`src/rtl/kronos_mem_arbiter.sv`:
```
// Two-requester memory arbiter: shares one req/gnt port between fetch (read-only) and LSU data.
// Data has priority; a starvation counter forces fetch to win after STARVE_MAX data grants.
module kronos_mem_arbiter #(
    parameter int unsigned STARVE_MAX = 4
) (
    input  logic        clk,
    input  logic        rstz,

    input  logic [31:0] instr_addr,
    input  logic        instr_req,
    output logic [31:0] instr_data,
    output logic        instr_gnt,

    input  logic [31:0] data_addr,
    input  logic [31:0] data_wr_data,
    input  logic [3:0]  data_wr_mask,
    input  logic        data_rd_req,
    input  logic        data_wr_req,
    output logic [31:0] data_rd_data,
    output logic        data_gnt,

    output logic [31:0] mem_addr,
    output logic [31:0] mem_wr_data,
    output logic [3:0]  mem_wr_mask,
    output logic        mem_rd_req,
    output logic        mem_wr_req,
    input  logic [31:0] mem_rd_data,
    input  logic        mem_gnt,

    output logic [1:0]  arb_owner
);

    localparam logic [3:0] StarveMax = 4'(STARVE_MAX);

    typedef enum logic [1:0] {
        StIdle  = 2'd0,
        StInstr = 2'd1,
        StData  = 2'd2
    } state_e;

    state_e     state_q, state_d;
    logic [3:0] starve_cnt_q, starve_cnt_d;
    logic       data_req;

    assign data_req = data_rd_req | data_wr_req;

    always_ff @(posedge clk or negedge rstz) begin
        if (!rstz) begin
            state_q      <= StIdle;
            starve_cnt_q <= 4'd0;
        end else begin
            state_q      <= state_d;
            starve_cnt_q <= starve_cnt_d;
        end
    end

    always_comb begin
        state_d      = state_q;
        starve_cnt_d = starve_cnt_q;
        unique case (state_q)
            StIdle: begin
                if (instr_req && (!data_req || starve_cnt_q == StarveMax)) begin
                    state_d      = StInstr;
                    starve_cnt_d = 4'd0;
                end else if (data_req) begin
                    state_d = StData;
                    if (instr_req && starve_cnt_q != StarveMax) begin
                        starve_cnt_d = starve_cnt_q + 4'd1;
                    end
                end
            end
            // A dropped request (abort) also returns to idle without a grant.
            StInstr: if (mem_gnt || !instr_req) state_d = StIdle;
            StData:  if (mem_gnt || !data_req) state_d = StIdle;
            default: state_d = StIdle;
        endcase
    end

    always_comb begin
        mem_addr     = 32'd0;
        mem_wr_data  = 32'd0;
        mem_wr_mask  = 4'd0;
        mem_rd_req   = 1'b0;
        mem_wr_req   = 1'b0;
        instr_gnt    = 1'b0;
        instr_data   = 32'd0;
        data_gnt     = 1'b0;
        data_rd_data = 32'd0;
        arb_owner    = state_q;
        unique case (state_q)
            StInstr: begin
                mem_addr   = instr_addr;
                mem_rd_req = instr_req;
                instr_gnt  = mem_gnt & instr_req;
                instr_data = mem_rd_data;
            end
            StData: begin
                mem_addr     = data_addr;
                mem_wr_data  = data_wr_data;
                mem_wr_mask  = data_wr_mask;
                mem_rd_req   = data_rd_req;
                mem_wr_req   = data_wr_req;
                data_gnt     = mem_gnt & data_req;
                data_rd_data = mem_rd_data;
            end
            default: ;
        endcase
    end

endmodule
```
`config.mk`:
```
export PLATFORM = sky130hd
export DESIGN_NAME = kronos_mem_arbiter
export DESIGN_NICKNAME = d
export VERILOG_FILES = /design/src/rtl/kronos_mem_arbiter.sv
export SDC_FILE = /design/constraint.sdc
export NUM_CORES = 1
export LEC_CHECK = 0
export ABC_AREA = 1
export BUFFER_PORTS_ARGS = -buffer_cell sky130_fd_sc_hd__buf_2
export CAP_MARGIN = 0
export CORE_AREA = 4 4 106 108
export DETAILED_ROUTE_END_ITERATION = 16
export DIE_AREA = 0 0 110 112
export PLACE_DENSITY = 0.63
export SYNTH_ARGS = -nofsm -noshare
export SYNTH_HDL_FRONTEND = slang
export SYNTH_SLANG_ARGS = --single-unit
```
`constraint.sdc`:
```
create_clock -name clk -period 1.4 [get_ports clk]
set_input_delay 0.07 -clock clk [delete_from_list [all_inputs] [get_ports clk]]
set_output_delay 0.07 -clock clk [all_outputs]
set_load 0.05 [all_outputs]
```
==> run metrics, run 1 <==
result of the run complete, but fails checks; violations in the final reports negative setup slack; vias in the first global route ~3800; area share of fa/ha/maj cells after synthesis 0.0360; xor/xnor cell area share of the yosys netlist 0.00505; vertical die dimension between 100 and 150 µm; syn_nets 521; sort of element at the end of the critical path output pin; post-route clock period utilization 1.23; crit-path max FO 5; detail-routed net length per standard cell roughly 17 µm; area of the mapped netlist between 0.0015 and 0.002 mm²; met2 capacity usage during global routing 0.366; setup tns final -31.85 ns; switching share of total power 0.563; Ys Warns 0; worst slew pin tran 0.257 ns; DR pass1 iterations 4; maximum number of pins on one net before global-route repair 24; Worst EP arrival 1.65 ns; # IOs between 200 and 300; static leakage ~3 nW; Die X 110 µm; post-synthesis compound-gate area fraction 0.113; Max rail drop VDD about 1.4 mV; Post-Route Utilization 0.666; Slew Viols, Final 0; DRC violation total after the first TritonRoute iteration between 100 and 150; global-route track usage on met1 0.182; combinational fraction of design power 0.961; via total after detailed routing between 3000 and 4000; Yosys cell types 16; dominant combinational cell family by area after synthesis simple AND/OR/NAND/NOR gates; H-tree Lvls 1; CTS tree yes; power per standard cell area between 2000 and 2500 mW/mm²; Final Wtd Congestion ~0.84; sequential power share 0.020; crit path launch type flop; worst hold-check path type in2async; GRT Util Overall 0.182; GR Overflow Total 0; Worst Path Class, Setup reg2out; Max Cap Viol 0; share of final-layout standard cells stronger than drive strength 1 0.848; Clk Tree Root Cell clkbuf_8; number of buffer cells added on primary ports around 280; Avg Cell Area, Syn between 4 and 5 µm²; tightest slew margin relative to the limit 0.829; Area Overhead vs Synth 292%; CP Data Required Time approximately 1.3 ns; Core Footprint a little over 0.01 mm²; post-route minimum period 1.72 ns; number of antenna violations at the first check in global routing 2; clock-pin transition on the worst setup and hold timing paths roughly 0.040 ns; cell count after synthesis around 380; Simple-Gate Fraction of Synth Area 0.421; fraction of synthesized area in multiplexers 0; remaining antenna violation count 0; TritonCTS buffer count 3; Clk network pwr share 0.019; met3 routing resource usage after global routing 0.0296; Clock Skew between 0.009 and 0.01 ns; final worst-path setup slack -0.318 ns; Hold WS approximately 0.18 ns; fin nets 833; Detailed Route WL between 10000 and 15000 µm; Final HPWL DP 8320 µm; routing layer with the top usage in global route met2; number of rows in the core area 37; count of filler cells inserted in the layout roughly 750; wire length of the first global-routing pass ~18000 µm; number of buffers between clock root and the deepest sink 2; register area share after synthesis 0.0865; Yosys reg bits 6; area of all placed cells without fillers approximately 0.0068 mm²; initial core utilization 0.170; cell internal power dissipation 0.00677 W; final hold violation count 0; CTS sink count 6; die area between 0.01 and 0.015 mm²; setup repair after global routing missed its margin true; Max Freq ~0.58 GHz; average vias per placed instance ~4.3; cell area after placement approximately 0.0045 mm²; switching power slightly below 0.009 W; Skew-Pair Late Insertion Delay around 0.23 ns; post-route DRC violation count 0; Final setup viols 138
worst max-delay path, cell delays in order (launching register included):
cell,delay [ns]
dfrtp_2,0.43
ha_4,0.21
buf_12,0.15
buf_12,0.14
clkbuf_16,0.16
nand2_4,0.07
clkinvlp_4,0.10
buf_8,0.16
kinds of logic (layout without fill, tap and decap cells):
kind of cell,count (synthesis),after routing
buffers and inverters,135,446
other,0,2
AOI/OAI and AO/OA,39,39
and+or+nand+nor,192,192
xor gates and xnor gates,1,1
DFF,6,6
adders and majority gates,5,5
sequential cells by signal (all words and copies together), names as in the netlist:
signal / count
starve_cnt_q: 4
arb_owner: 2
what timing repair did:
action,CTS,global route
endpoints found under the hold margin,6,0
endpoints found under the setup margin,138,138
gates resized for setup,335,156
cloned,7,7
hold buffers,1,0
buffers inserted,6,4
pin swaps,2,4
power by group through the flow:
stage / Sequential (W) / Combinational, W / Clock, W
6_report: 0.000313 / 0.0149 / 0.000287
3_5_place_dp: 0.000319 / 0.00951 / 0
4_1_cts: 0.000317 / 0.0127 / 0.000292
5_1_grt: 0.000329 / 0.0155 / 0.000299
2_1_floorplan: 0.000377 / 0.00746 / 0
3_3_place_gp: 0.000309 / 0.00944 / 0
stage by stage:
step	total power, W	worst slack [ns]	cells
6_report	0.0155	-0.318	827
5_1_grt	0.0161	-0.356	827
4_1_cts	0.0133	-0.285	814
3_5_place_dp	0.00983	-0.118	796
3_3_place_gp	0.00975	-0.0904	796
2_1_floorplan	0.00783	-0.227	378
layout by cell type (no fill, tap or decap), drive strengths merged, types with 2 or more instances in the layout:
cell / n
a21oi: 38
buf: 320
clkbuf: 11
clkinvlp: 100
dfrtp: 6
diode: 2
ha: 5
inv: 13
nand2: 179
nand3: 4
nor2: 7
nor3: 2
layer usage:
layer | wire [µm] | vias to the layer above | share of wire
met5 | 0 | - | 0
met3 | 1010 | 44 | 0.071
met2 | 8010 | 179 | 0.56
li1 | - | 1686 | -
met4 | 594 | 0 | 0.042
met1 | 4580 | 1669 | 0.32
final timing paths:
check	startpoint	to	slack, ns	cells after the start
setup / recovery	arb_owner[1]	mem_wr_data[23]	-0.32	7
hold / removal	rstz	starve_cnt_q[0]	0.18	2
setup reg to reg	arb_owner[0]	arb_owner[0]	-0.03	9
hold reg to reg	starve_cnt_q[3]	starve_cnt_q[3]	0.57	2
max in group asynchronous	rstz	arb_owner[0]	1.05	2
min in group clk	instr_req	arb_owner[1]	0.18	4
final cells by class:
class,instances,area [µm²],share of cell area
Antenna cell,2,5.00,0.000735
Clock buffer,4,45.0,0.00661
Inverter,114,818,0.120
Multi-Input combinational cell,237,2130,0.313
Sequential cell,6,153,0.0224
Tap cell,136,170,0.0250
Timing Repair Buffer,328,3490,0.512
synth_stat cells (all sizes together):
master,n,area share
buf,21,0.092
inv,114,0.25
nand2,179,0.39
nand3,4,0.012
a21oi,38,0.11
nor2,7,0.015
dfrtp,6,0.087
xor2,1,0.0050
ha,5,0.036
nor3,2,0.0058
o22ai,1,0.0036
No activity file was read; power rests on OpenSTA's default activity.
==> run 2: changes to the inputs <==
--- a/config.mk
+++ b/config.mk
@@ -12,6 +12,7 @@
 export DETAILED_ROUTE_END_ITERATION = 16
 export DIE_AREA = 0 0 110 112
 export PLACE_DENSITY = 0.63
+export SKIP_LAST_GASP = 1
 export SYNTH_ARGS = -nofsm -noshare
 export SYNTH_HDL_FRONTEND = slang
 export SYNTH_SLANG_ARGS = --single-unit
==> run metrics, run 2 (synthesis gave the netlist of run 1 again) <==
initial core utilization 0.170; H-tree Lvls 1; Clk Tree Root Cell clkbuf_8; number of antenna repair diodes 0; Max Freq just under 0.6 GHz; sort of element at the end of the critical path output pin; via total after detailed routing about 3500; worst slew pin tran about 0.26 ns; Place WS -0.118 ns; detail-routed net length per standard cell 16.1 µm; fin nets 832; cell area after placement between 0.004 and 0.005 mm²; commonest cells after routing, fill and taps aside buf_2, clkinvlp_4, buf_6, nand2_1, buf_8; Final setup viols between 100 and 150; setup repair after global routing missed its margin true; Post-Route Utilization 0.638; violations in the final reports negative setup slack; wire length of the first global-routing pass around 18000 µm; static leakage about 2.8 nW; # IOs 276; average vias per placed instance ~4.3; Worst path slowest cell dfrtp_2; clock-pin transition on the worst setup and hold timing paths 0.04 ns; vias in the first global route about 3700; final worst-path setup slack -0.313 ns; Die X 110 µm; CTS tree yes; Worst Path Class, Setup reg2out; GRT Util Overall 0.181; worst hold-check path type in2reg; final hold violation count 0; post-route clock period utilization 1.22; die area 0.0123 mm²; number of buffer cells added on primary ports 275; Skew-Pair Late Insertion Delay about 0.23 ns; maximum cell stage delay along the critical path between 0.4 and 0.5 ns; CTS sink count 6; crit path launch type flop; Area Overhead vs Synth 276%; share of final-layout standard cells stronger than drive strength 1 0.844; Largest register FFs 4; Final Wtd Congestion between 0.8 and 0.9; Clock Skew roughly 0.0079 ns; GR Overflow Total 0; vertical die dimension ~110 µm; Core Footprint approximately 0.01 mm²; most frequent standard cell in the layout excluding fill and tap cells buf_2; Reg with most FFs starve_cnt_q; result of the run complete, but fails checks; maximum number of pins on one net before global-route repair 24; post-route minimum period ~1.7 ns; DRC violation total after the first TritonRoute iteration ~120; crit-path max FO 5; post-route DRC violation count 0; tightest slew margin relative to the limit 0.830; CP Data Required Time around 1.3 ns; DR pass1 iterations 4; area of all placed cells without fillers around 0.0065 mm²; number of rows in the core area 37; cell repeated most along the worst path buf_12; Worst EP arrival 1.64 ns; Detailed Route WL 13200 µm; Max rail drop VDD around 1.4 mV; cell chain of the critical path ha_4 -> buf_12 -> buf_12 -> buf_12 -> nand2_4 -> clkinvlp_4 -> buf_8; remaining antenna violation count 0; number of antenna violations at the first check in global routing 0; TritonCTS buffer count 3; Slew Viols, Final 0; power per standard cell area between 2000 and 2500 mW/mm²; number of buffers between clock root and the deepest sink 2; Max Cap Viol 0; Final HPWL DP 8320 µm
## run 2: cell types whose count changed in the layout (fill, tap and decap cells not counted), sizes merged
| cell | change |
|---|---|
| diode | -2 |
| clkbuf | -1 |
## run 2: routing by layer
metal	share of wire	track usage	up-vias
met2	0.57	0.361	173
met4	0.036	0.0582	0
met5	0	0	-
met1	0.32	0.183	1616
li1	-	-	1683
met3	0.072	0.0278	36
## run 2: critical path, delay by kind of cell (launching register included)
family	cells	cell delay, ns
buf+inv	5	0.69
flops	1	0.43
fa+ha+maj	1	0.21
simple gates	1	0.07
## run 2: power by group
group / internal [W] / switching (W) / leakage (nW) / total (W)
Sequential: 0.000249 / 0.0000639 / 0.0736 / 0.000313
Clock: 0.000197 / 0.0000871 / 0.0228 / 0.000284
Combinational: 0.00599 / 0.00827 / 2.72 / 0.0143
Total: 0.00644 / 0.00842 / 2.82 / 0.0149
## run 2: path summary, 6_finish.rpt
| kind | from | end | slack, ns | depth (start not counted) |
|---|---|---|---|---|
| worst max-delay path | arb_owner[1] | mem_wr_data[7] | -0.31 | 7 |
| worst min-delay path | instr_req | arb_owner[1] | 0.18 | 4 |
| worst max register to register | arb_owner[0] | arb_owner[0] | -0.04 | 9 |
| worst min register to register | starve_cnt_q[3] | starve_cnt_q[3] | 0.57 | 2 |
| max in group asynchronous | rstz | arb_owner[0] | 1.05 | 2 |
| min in group asynchronous | rstz | starve_cnt_q[0] | 0.19 | 2 |
## run 2: area by class of cell
cell class	count	area [µm²]
tap	136	170
multi-input combinational	237	2000
fill	778	3700
timing repair buffer	327	3340
inverter	114	818
clock buffer	4	45.0
sequential	6	153
## run 2: stage by stage
| stage | instances | hold WS [ns] | power (W) | TNS (ns) |
|---|---|---|---|---|
| after floorplan | 378 | -0.226 | 0.00783 | -12.71 |
| after global placement | 796 | -0.0975 | 0.00975 | -7.61 |
| after detailed placement | 796 | -0.0972 | 0.00983 | -10.48 |
| after CTS | 814 | 0.153 | 0.0132 | -30.58 |
| after global routing | 824 | 0.197 | 0.0155 | -38.87 |
| final | 824 | 0.179 | 0.0149 | -31.06 |
## run 2: timing repair
action	in CTS	in global routing
setup endpoints to repair	138	138
cloned	7	6
setup buffers	6	4
gates resized for setup	324	107
pin swaps	2	4
hold endpoints to repair	6	0
hold buffers	1	0
==> run 3: changes to the inputs <==
--- a/config.mk
+++ b/config.mk
@@ -11,6 +11,7 @@
 export CORE_AREA = 4 4 106 108
 export DETAILED_ROUTE_END_ITERATION = 16
 export DIE_AREA = 0 0 110 112
+export MAX_ROUTING_LAYER = met4
 export PLACE_DENSITY = 0.63
 export SKIP_LAST_GASP = 1
 export SYNTH_ARGS = -nofsm -noshare
==> run metrics, run 3 (synthesis gave the netlist of run 1 again) <==
Die X 110 µm; Clk network pwr share 0.019; result of the run complete, but fails checks; Hold WS between 0.15 and 0.2 ns; DR pass1 iterations 4; M1 wire length 4360 µm; initial core utilization 0.170; CTS sink count 6; Worst path slowest cell dfrtp_2; worst reg2reg path endpoint arb_owner[0]; Max rail drop VDD 1.39 mV; TritonCTS buffer count 3; Clk Tree Root Cell clkbuf_8; final hold violation count 0; fin nets around 830; Largest register FFs 4; share of final-layout standard cells stronger than drive strength 1 0.844; setup slack on the worst flop-to-flop path -0.04 ns; static leakage about 2.8 nW; Core Footprint 0.0102 mm²; total stage count of the critical path 7; H-tree Lvls 1; worst slew pin tran between 0.2 and 0.3 ns; Final setup viols approximately 140; violations in the final reports negative setup slack; sequential power share 0.021; number of buffers and inverters on the critical path 5; Crit path max-delay family buffers and inverters; Final HPWL DP roughly 8300 µm; wire length of the first global-routing pass between 15000 and 20000 µm; DRC violation total after the first TritonRoute iteration 113; number of antenna repair diodes 0; vertical die dimension 112 µm; origin of the worst setup path arb_owner[1]; via total after detailed routing roughly 3500; Final Wtd Congestion 0.850; cell chain of the critical path ha_4 -> buf_12 -> buf_12 -> buf_12 -> nand2_4 -> clkinvlp_4 -> buf_8; worst-case reg-to-reg path depth 9; Max Freq between 0.5 and 0.6 GHz; detail-routed net length per standard cell 16.1 µm; GRT Util Overall 0.186; uppermost layer routed met4; post-route DRC violation count 0; CP Data Required Time roughly 1.3 ns; worst hold-check path type in2reg; remaining antenna violation count 0; final worst-path setup slack -0.315 ns; most frequent standard cell in the layout excluding fill and tap cells buf_2; GR Overflow Total 0; post-route minimum period ~1.7 ns; Worst Path Class, Setup reg2out; switching share of total power 0.567; count of filler cells inserted in the layout between 700 and 800; cell internal power dissipation between 0.006 and 0.007 W; number of rows in the core area 37; tightest slew margin relative to the limit 0.828; switching power roughly 0.0084 W; crit path launch type flop; sort of element at the end of the critical path output pin; Met3 Wirelength about 900 µm; Max Cap Viol 0; endpoint of the most critical setup path mem_wr_data[7]; Clock Skew approximately 0.0075 ns; crit-path max FO 5; Detailed Route WL approximately 13000 µm; setup tns final -31.06 ns; number of buffers between clock root and the deepest sink 2; FF-to-FF Start arb_owner[0]; Skew-Pair Late Insertion Delay 0.23 ns; vias in the first global route roughly 3700; commonest cells after routing, fill and taps aside buf_2, clkinvlp_4, buf_6, nand2_1, buf_8; Reg with most FFs starve_cnt_q; die area 0.0123 mm²; number of buffer cells added on primary ports 275; number of antenna violations at the first check in global routing 0; # IOs between 200 and 300; met2 wire length approximately 7500 µm; Area Overhead vs Synth 276%; setup repair after global routing missed its margin true; CTS tree yes; Place WS -0.118 ns; Slew Viols, Final 0; power per standard cell area around 2300 mW/mm²; average vias per placed instance 4.27; maximum number of pins on one net before global-route repair 24; clock-pin transition on the worst setup and hold timing paths roughly 0.040 ns; cell repeated most along the worst path buf_12; number of cells on the worst hold path 4; Post-Route Utilization 0.638; Worst EP arrival between 1.5 and 2 ns; maximum cell stage delay along the critical path 0.43 ns; combinational fraction of design power 0.960; post-route clock period utilization 1.23
run 3: cell count changes in the layout (fill, tap and decap cells not counted):
cell	change
buf_8	+1
buf_6	-1
run 3: layout make-up:
type	count	area, µm²	area share
Sequential cell	6	153	0.0234
Timing Repair Buffer	327	3340	0.512
Tap cell	136	170	0.0261
Multi-Input combinational cell	237	2000	0.306
Clock buffer	4	45.0	0.00690
Inverter	114	818	0.125
run 3: metrics by stage:
step                total power, W  cells  area (µm²)
floorplan                  0.00783    378        2820
global placement           0.00975    796        4490
detailed placement         0.00983    796        4490
CTS                         0.0132    814        5860
global route                0.0155    824        6530
finish                      0.0149    824        6530
run 3: how the worst min path moves through the flow:
stage	from	to	slack [ns]
global route	rstz	starve_cnt_q[0]	0.20
finish	instr_req	arb_owner[1]	0.18
CTS	instr_req	arb_owner[1]	0.15
detailed placement	rstz	starve_cnt_q[0]	-0.1
global placement	rstz	starve_cnt_q[0]	-0.1
floorplan	rstz	arb_owner[0]	-0.23
run 3: timing repair:
item	in CTS	in global routing
pin swaps	2	4
setup buffers	6	4
resized for setup	324	108
cloned	7	6
hold buffers	1	0
endpoints found under the setup margin	138	138
endpoints found under the hold margin	6	0
run 3: routing by layer:
layer / track usage / vias to the layer above
li1: - / 1684
met1: 0.188 / 1630
met2: 0.362 / 165
met3: 0.0214 / 36
met4: 0.0557 / 0
met5: - / -
run 3: power groups by stage:
| stage | clock network [W] | logic (W) | registers (W) |
|---|---|---|---|
| finish | 0.000284 | 0.0143 | 0.000313 |
| global route | 0.000299 | 0.0148 | 0.000329 |
| CTS | 0.000292 | 0.0126 | 0.000317 |
| detailed placement | 0 | 0.00951 | 0.000319 |
| global placement | 0 | 0.00944 | 0.000309 |
| floorplan | 0 | 0.00746 | 0.000377 |
run 3: worst min-delay path, cell delays in order:
cell and delay, ns:
buf_2 0.14, a21oi_1 0.08, nand2_1 0.04, nand2_1 0.04
